$ cat config.mk
export PLATFORM = sky130hd
export DESIGN_NAME = mem_wb_stage_flat
export DESIGN_NICKNAME = d
export VERILOG_FILES = /design/src/rtl/mem_wb_stage_pkg.sv /design/src/rtl/mem_wb_stage_if.sv /design/src/rtl/mem_wb_stage_load_ext.sv /design/src/rtl/mem_wb_stage.sv /design/src/flat_wrapper.sv
export SDC_FILE = /design/constraint.sdc
export NUM_CORES = 1
export LEC_CHECK = 0
export BUFFER_PORTS_ARGS = -buffer_cell sky130_fd_sc_hd__buf_2
export CAP_MARGIN = 40
export CORE_ASPECT_RATIO = 0.7
export CORE_MARGIN = 2
export CORE_UTILIZATION = 40
export CTS_CLUSTER_DIAMETER = 40
export DETAILED_ROUTE_END_ITERATION = 7
export PLACE_DENSITY_LB_ADDON = 0.15
export SYNTH_ARGS = -nofsm -noshare
export SYNTH_HDL_FRONTEND = slang
export SYNTH_SLANG_ARGS = --single-unit
$ cat constraint.sdc
create_clock -name clk -period 9.3 [get_ports clk]
set_input_delay 0.465 -clock clk [delete_from_list [all_inputs] [get_ports clk]]
set_output_delay 0.465 -clock clk [all_outputs]
set_load 0.05 [all_outputs]
$ cat src/rtl/mem_wb_stage_pkg.sv
// Shared definitions for the MEM/WB stage: write-back source codes, load-type codes,
// the stage register layout and the link-address helper.
package mem_wb_stage_pkg;

    // Write-back source select; code 3 is reserved and behaves like WB_ALU.
    localparam logic [1:0] WB_ALU = 2'd0;
    localparam logic [1:0] WB_MEM = 2'd1;
    localparam logic [1:0] WB_PC8 = 2'd2;

    // Load types; any other code behaves like LD_W.
    localparam logic [2:0] LD_W  = 3'd0;
    localparam logic [2:0] LD_B  = 3'd1;
    localparam logic [2:0] LD_BU = 3'd2;
    localparam logic [2:0] LD_H  = 3'd3;
    localparam logic [2:0] LD_HU = 3'd4;

    typedef struct packed {
        logic        valid;
        logic [31:0] pc;
        logic        we;
        logic [4:0]  waddr;
        logic [1:0]  wsel;
        logic [31:0] alu;
        logic [31:0] memrd;
        logic [2:0]  ldtype;
    } wb_stage_t;

    // jal/jalr link value; wraps modulo 2^32.
    function automatic logic [31:0] link_addr(input logic [31:0] pc);
        return pc + 32'd8;
    endfunction

endpackage

$ cat src/rtl/mem_wb_stage_if.sv
// MEM-side inputs, pipeline control and the GRF write port of the MEM/WB stage.
// master = upstream/consumer side, slave = the stage itself.
interface mem_wb_stage_if;
    logic        stall;
    logic        flush;
    logic        in_valid;
    logic [31:0] in_pc;
    logic        in_we;
    logic [4:0]  in_waddr;
    logic [1:0]  in_wsel;
    logic [31:0] in_alu;
    logic [31:0] in_memrd;
    logic [2:0]  in_ldtype;

    logic        grf_we;
    logic [4:0]  grf_waddr;
    logic [31:0] grf_wdata;
    logic [31:0] grf_wpc;
    logic        wb_valid;

    modport master (
        output stall, flush, in_valid, in_pc, in_we, in_waddr, in_wsel,
               in_alu, in_memrd, in_ldtype,
        input  grf_we, grf_waddr, grf_wdata, grf_wpc, wb_valid
    );

    modport slave (
        input  stall, flush, in_valid, in_pc, in_we, in_waddr, in_wsel,
               in_alu, in_memrd, in_ldtype,
        output grf_we, grf_waddr, grf_wdata, grf_wpc, wb_valid
    );
endinterface

$ cat src/rtl/mem_wb_stage_load_ext.sv
// Combinational sub-word load extraction on little-endian byte lanes.
// Halfwords use lane offset[1]*2; lw ignores the offset entirely.
module load_ext
    import mem_wb_stage_pkg::*;
(
    input  logic [31:0] word,
    input  logic [1:0]  offset,
    input  logic [2:0]  ldtype,
    output logic [31:0] data
);

    logic [7:0]  lanes [4];
    logic [7:0]  sel_byte;
    logic [15:0] sel_half;

    genvar gi;
    generate
        for (gi = 0; gi < 4; gi++) begin : g_lane
            assign lanes[gi] = word[gi*8 +: 8];
        end
    endgenerate

    assign sel_byte = lanes[offset];
    assign sel_half = offset[1] ? word[31:16] : word[15:0];

    always_comb begin
        data = word;
        case (ldtype)
            LD_W:    data = word;
            LD_B:    data = {{24{sel_byte[7]}}, sel_byte};
            LD_BU:   data = {24'd0, sel_byte};
            LD_H:    data = {{16{sel_half[15]}}, sel_half};
            LD_HU:   data = {16'd0, sel_half};
            default: data = word;
        endcase
    end

endmodule

$ cat src/rtl/mem_wb_stage.sv
// MEM/WB pipeline register and write-back mux driving the GRF write port.
// Optional retired-instruction counter enabled by defining RETIRE_CNT_EN.
module mem_wb_stage
    import mem_wb_stage_pkg::*;
#(
    parameter logic [31:0] RESET_PC = 32'h0000_3000
) (
    input  logic          clk,
    input  logic          rst,
    mem_wb_stage_if.slave bus
`ifdef RETIRE_CNT_EN
    ,
    output logic [31:0]   retire_cnt
`endif
);

    wb_stage_t   stage_reg;
    wb_stage_t   stage_next;
    logic [31:0] load_data;
    logic [31:0] wb_data;

    // Flush beats stall so a squashed instruction never lingers in a held stage.
    always_comb begin
        stage_next = stage_reg;
        if (bus.flush) begin
            stage_next = '0;
        end else if (!bus.stall) begin
            stage_next.valid  = bus.in_valid;
            stage_next.pc     = bus.in_pc;
            stage_next.we     = bus.in_we;
            stage_next.waddr  = bus.in_waddr;
            stage_next.wsel   = bus.in_wsel;
            stage_next.alu    = bus.in_alu;
            stage_next.memrd  = bus.in_memrd;
            stage_next.ldtype = bus.in_ldtype;
        end
    end

    always_ff @(posedge clk or posedge rst) begin
        if (rst) begin
            stage_reg    <= '0;
            stage_reg.pc <= RESET_PC;
        end else begin
            stage_reg <= stage_next;
        end
    end

    load_ext u_load_ext (
        .word   (stage_reg.memrd),
        .offset (stage_reg.alu[1:0]),
        .ldtype (stage_reg.ldtype),
        .data   (load_data)
    );

    always_comb begin
        wb_data = stage_reg.alu;
        case (stage_reg.wsel)
            WB_ALU:  wb_data = stage_reg.alu;
            WB_MEM:  wb_data = load_data;
            WB_PC8:  wb_data = link_addr(stage_reg.pc);
            default: wb_data = stage_reg.alu;
        endcase
    end

    // $0 is hard-wired to zero, so its write is dropped while the instruction still counts as valid.
    assign bus.grf_we    = stage_reg.valid & stage_reg.we & (stage_reg.waddr != 5'd0);
    assign bus.grf_waddr = stage_reg.waddr;
    assign bus.grf_wdata = stage_reg.valid ? wb_data : 32'd0;
    assign bus.grf_wpc   = stage_reg.pc;
    assign bus.wb_valid  = stage_reg.valid;

`ifdef RETIRE_CNT_EN
    logic [31:0] retire_cnt_reg;

    // The held instruction leaves on any edge that is not a pure stall.
    always_ff @(posedge clk or posedge rst) begin
        if (rst) begin
            retire_cnt_reg <= '0;
        end else if (stage_reg.valid && (!bus.stall || bus.flush)) begin
            retire_cnt_reg <= retire_cnt_reg + 32'd1;
        end
    end

    assign retire_cnt = retire_cnt_reg;
`endif

endmodule

$ cat src/flat_wrapper.sv
// flat-port wrapper written by rule: the top's interface ports become plain ports
module mem_wb_stage_flat import mem_wb_stage_pkg::*;
#(
    parameter logic [31:0] RESET_PC = 32'h0000_3000
)
  (clk, rst, bus_stall, bus_flush, bus_in_valid, bus_in_pc, bus_in_we, bus_in_waddr, bus_in_wsel, bus_in_alu, bus_in_memrd, bus_in_ldtype, bus_grf_we, bus_grf_waddr, bus_grf_wdata, bus_grf_wpc, bus_wb_valid);
  mem_wb_stage_if bus_i ();
  input  logic clk;
  input  logic rst;
  input wire logic [$bits(bus_i.stall)-1:0] bus_stall;
  input wire logic [$bits(bus_i.flush)-1:0] bus_flush;
  input wire logic [$bits(bus_i.in_valid)-1:0] bus_in_valid;
  input wire logic [$bits(bus_i.in_pc)-1:0] bus_in_pc;
  input wire logic [$bits(bus_i.in_we)-1:0] bus_in_we;
  input wire logic [$bits(bus_i.in_waddr)-1:0] bus_in_waddr;
  input wire logic [$bits(bus_i.in_wsel)-1:0] bus_in_wsel;
  input wire logic [$bits(bus_i.in_alu)-1:0] bus_in_alu;
  input wire logic [$bits(bus_i.in_memrd)-1:0] bus_in_memrd;
  input wire logic [$bits(bus_i.in_ldtype)-1:0] bus_in_ldtype;
  output wire logic [$bits(bus_i.grf_we)-1:0] bus_grf_we;
  output wire logic [$bits(bus_i.grf_waddr)-1:0] bus_grf_waddr;
  output wire logic [$bits(bus_i.grf_wdata)-1:0] bus_grf_wdata;
  output wire logic [$bits(bus_i.grf_wpc)-1:0] bus_grf_wpc;
  output wire logic [$bits(bus_i.wb_valid)-1:0] bus_wb_valid;
  assign bus_i.stall = bus_stall;
  assign bus_i.flush = bus_flush;
  assign bus_i.in_valid = bus_in_valid;
  assign bus_i.in_pc = bus_in_pc;
  assign bus_i.in_we = bus_in_we;
  assign bus_i.in_waddr = bus_in_waddr;
  assign bus_i.in_wsel = bus_in_wsel;
  assign bus_i.in_alu = bus_in_alu;
  assign bus_i.in_memrd = bus_in_memrd;
  assign bus_i.in_ldtype = bus_in_ldtype;
  assign bus_grf_we = bus_i.grf_we;
  assign bus_grf_waddr = bus_i.grf_waddr;
  assign bus_grf_wdata = bus_i.grf_wdata;
  assign bus_grf_wpc = bus_i.grf_wpc;
  assign bus_wb_valid = bus_i.wb_valid;
  mem_wb_stage #(.RESET_PC(RESET_PC)) u_core (.clk(clk), .rst(rst), .bus(bus_i));
endmodule
==> results.sh <==
export IMPL_run_status="completed"
export IMPL_synth_seq_area_share_pct=41.4
export IMPL_ctsResizeCount=0
export IMPL_h_tree_depth=3
export IMPL_cts_path_max_buffers=2
export IMPL_vias_per_cell=5.38
export IMPL_powerDensity_mw_per_mm2=153
export IMPL_pre_cts_slack_ns=5.94
export IMPL_seq_area_mm2=0.00271
export IMPL_post_route_worst_setup_slack_ns=5.53
export IMPL_die_area_mm2=0.0174
export IMPL_initial_core_util_pct=40.4
export IMPL_final_cell_area_mm2=0.00760
export IMPL_synth_edff_count=0
export IMPL_cts_buffers_inserted=9
export IMPL_worst_endpoint_required_ns=8.84
export IMPL_globalRouteOverflowTotal=0
export IMPL_layout_filler_cells=1574
export IMPL_vias_in_the_first_global_route=5427
export IMPL_finalCoreUtilization_pct=47.0
export IMPL_largest_register_ffs=70
export IMPL_postRouteAntennaNets=0
export IMPL_cell_chain_critical_path="inv_1, ha_1, inv_1, nand2_1, or4_4, o21bai_1, o211ai_1, buf_2"
export IMPL_cts_hold_fix_buffers=0
export IMPL_design_power_total_mw=1.16
export IMPL_routedWlPerCell_um=19.7
export IMPL_post_synth_instance_area_mm2=0.00653
export IMPL_firstDrtPassIters=5
export IMPL_grt_first_pass_wirelength_um=31000
export IMPL_worst_setup_path_end_kind="output port"
export IMPL_drt_total_wl_um=20300
export IMPL_synth_net_count=802
export IMPL_final_cycle_share_pct=40.6
export IMPL_synth_async_reset_ratio_pct=100
export IMPL_final_hold_violation_count=0
export IMPL_final_hold_worst_slack_ns=0.189
export IMPL_final_period_minus_worst_setup_slack_ns=3.77
export IMPL_syn2layout_area_growth_pct=16.4
export IMPL_crit_path_max_fanout=26
export IMPL_placedInstanceArea_mm2=0.00730
export IMPL_setup_viol=0
export IMPL_tritoncts="yes"
export IMPL_clk_root_buffer_cell="clkbuf_16"
export IMPL_setup_worst_path_start_class="flop"
export IMPL_std_cell_rows=39
export IMPL_most_used_cells_in_the_layout_excluding_fill_and_tap_cells="buf_2 (180), nor2_1 (131), mux2i_1 (114)"
export IMPL_post_place_cells=1014
export IMPL_gr_usage_all_layers_pct=23.6
export IMPL_synthCells=687
export IMPL_chipWidth_um=157
export IMPL_grt_setup_unrepaired="no"
export IMPL_synthDistinctLibCells=53
export IMPL_number_of_antenna_violations_at_the_first_check_in_global_routing=1
export IMPL_critical_path_slowest_cell="inv_1"
export IMPL_final_common_cell="buf_2"
export IMPL_worst_hold_path_type="primary input to asynchronous set/reset pin"
export IMPL_nets=915
export IMPL_critPathKind="flop to output port"
export IMPL_vias_after_detailed_routing=5549
export IMPL_worst_clock_skew_ns=0
export IMPL_route_detailed_drc=0
export IMPL_dieHeight_um=111
export IMPL_layoutNonFillerInstCount=1031
export IMPL_cts_reportedPaths_clkPinSlew_ns=0.08
export IMPL_cap_viol_max_count=0
export IMPL_floorplan_io_pins=183
export IMPL_yosysWarnings=0
export IMPL_synthesized_area_divided_by_synthesized_cell_count_um2=9.50
export IMPL_grt_start_max_net_pins=77
export IMPL_dp_hpwl_um=15300
export IMPL_core_region_area_mm2=0.0162
export IMPL_timing_max_slew_rel_slack_pct=39.8
export IMPL_worst_slew_pin_transition_ns=0.903
export IMPL_clock_latency_ns=0.35
export IMPL_peakVddDrop_v=0.0000733
export IMPL_post_cts_buffers=0
export IMPL_post_route_cells_drive_above_1_share_pct=28.1
export IMPL_dominantRegCellSynth="dfrtp_1"
export IMPL_worst_endpoint_arrival_ns=3.31
export IMPL_clock_fmax_mhz=265
export IMPL_number_of_port_buffers=182
export IMPL_slew_violations=0
export IMPL_final_setup_tns_ns=0
export IMPL_area_used_by_multi_input_combinational_logic_mm2=0.00330
export IMPL_synth_seq_cells=108
export IMPL_p_leak_nw=3.73
export IMPL_cts_sinks=108
export IMPL_globalplace_congestion=0.906
export IMPL_worst_path_largest_cell_delay_ns=0.67
export IMPL_detail_route_iter0_violations=457
export IMPL_cp_common_cell="inv_1"
## path summary, 6_finish.rpt
check	cells after the start	startpoint	slack [ns]	endpoint
max	8	u_core.stage_reg[67]	5.53	bus_grf_wdata[22]
min	2	rst	0.19	u_core.stage_reg[61]
max reg2reg	2	u_core.bus.wb_valid	8.04	u_core.bus.wb_valid
min reg2reg	2	u_core.stage_reg[50]	0.52	u_core.stage_reg[50]
max in group asynchronous	3	rst	7.92	u_core.bus.grf_wpc[3]
min in group clk	3	bus_in_alu[22]	0.34	u_core.stage_reg[57]
## cells by family (layout without fill, tap and decap cells)
logic type                 Yosys count  in the layout  share of synthesized area, %
and+or+nand+nor                    229            229                          15.9
AOI/OAI and AO/OA                  107            107                          12.2
adders and majority gates            3              3                         0.575
buffers and inverters               95            213                          8.03
DFF                                108            108                          41.4
muxes                              119            119                          18.3
other                                0              1                             0
xor gates and xnor gates            26             26                          3.49
## worst max-delay path, delay by kind of cell, from the launching register on
| kind | cells | cell delay, ns |
|---|---|---|
| AOI/OAI and AO/OA | 2 | 0.29 |
| buffers and inverters | 3 | 1.02 |
| and+or+nand+nor | 2 | 0.67 |
| DFF | 1 | 0.40 |
| adders and majority gates | 1 | 0.55 |
## routing by layer
metal / part of all wire, % / GRT usage, % / vias up / routed length [um]
met5: 0 / 0 / - / 0
met4: 0.92 / 5.32 / 0 / 187
met3: 6.8 / 5.04 / 13 / 1390
met2: 41 / 33.2 / 216 / 8400
met1: 51 / 36.7 / 2710 / 10300
li1: - / - / 2610 / -
## cell usage after synthesis, drive strengths merged (6+ instances only)
| cell | n | area share (%) |
|---|---|---|
| a211oi | 6 | 0.69 |
| a21oi | 25 | 1.9 |
| buf | 57 | 5.8 |
| clkbuf | 27 | 1.6 |
| dfrtp | 106 | 41 |
| inv | 11 | 0.63 |
| mux2i | 114 | 17 |
| nand2 | 30 | 1.7 |
| nand3 | 11 | 0.92 |
| nand4 | 6 | 0.58 |
| nor2 | 131 | 7.5 |
| nor3 | 13 | 1.0 |
| nor4 | 13 | 1.2 |
| o21ai | 30 | 2.3 |
| o221ai | 18 | 3.4 |
| xnor2 | 18 | 2.4 |
| xor2 | 8 | 1.1 |
## area by class of cell
type | count | area share [%]
diodes | 1 | 0.0329
clock buffers | 11 | 3.33
clock inverters | 5 | 0.560
inverters | 11 | 0.577
multi-input cells | 484 | 43.4
flip-flops and latches | 108 | 35.6
well taps | 225 | 3.71
repair buffers | 186 | 12.8
## power by group
group,internal (mW),switching [mW]
clock network,0.201,0.188
registers,0.496,0.0376
logic,0.0803,0.158
Power figures use the tool's default switching activity.
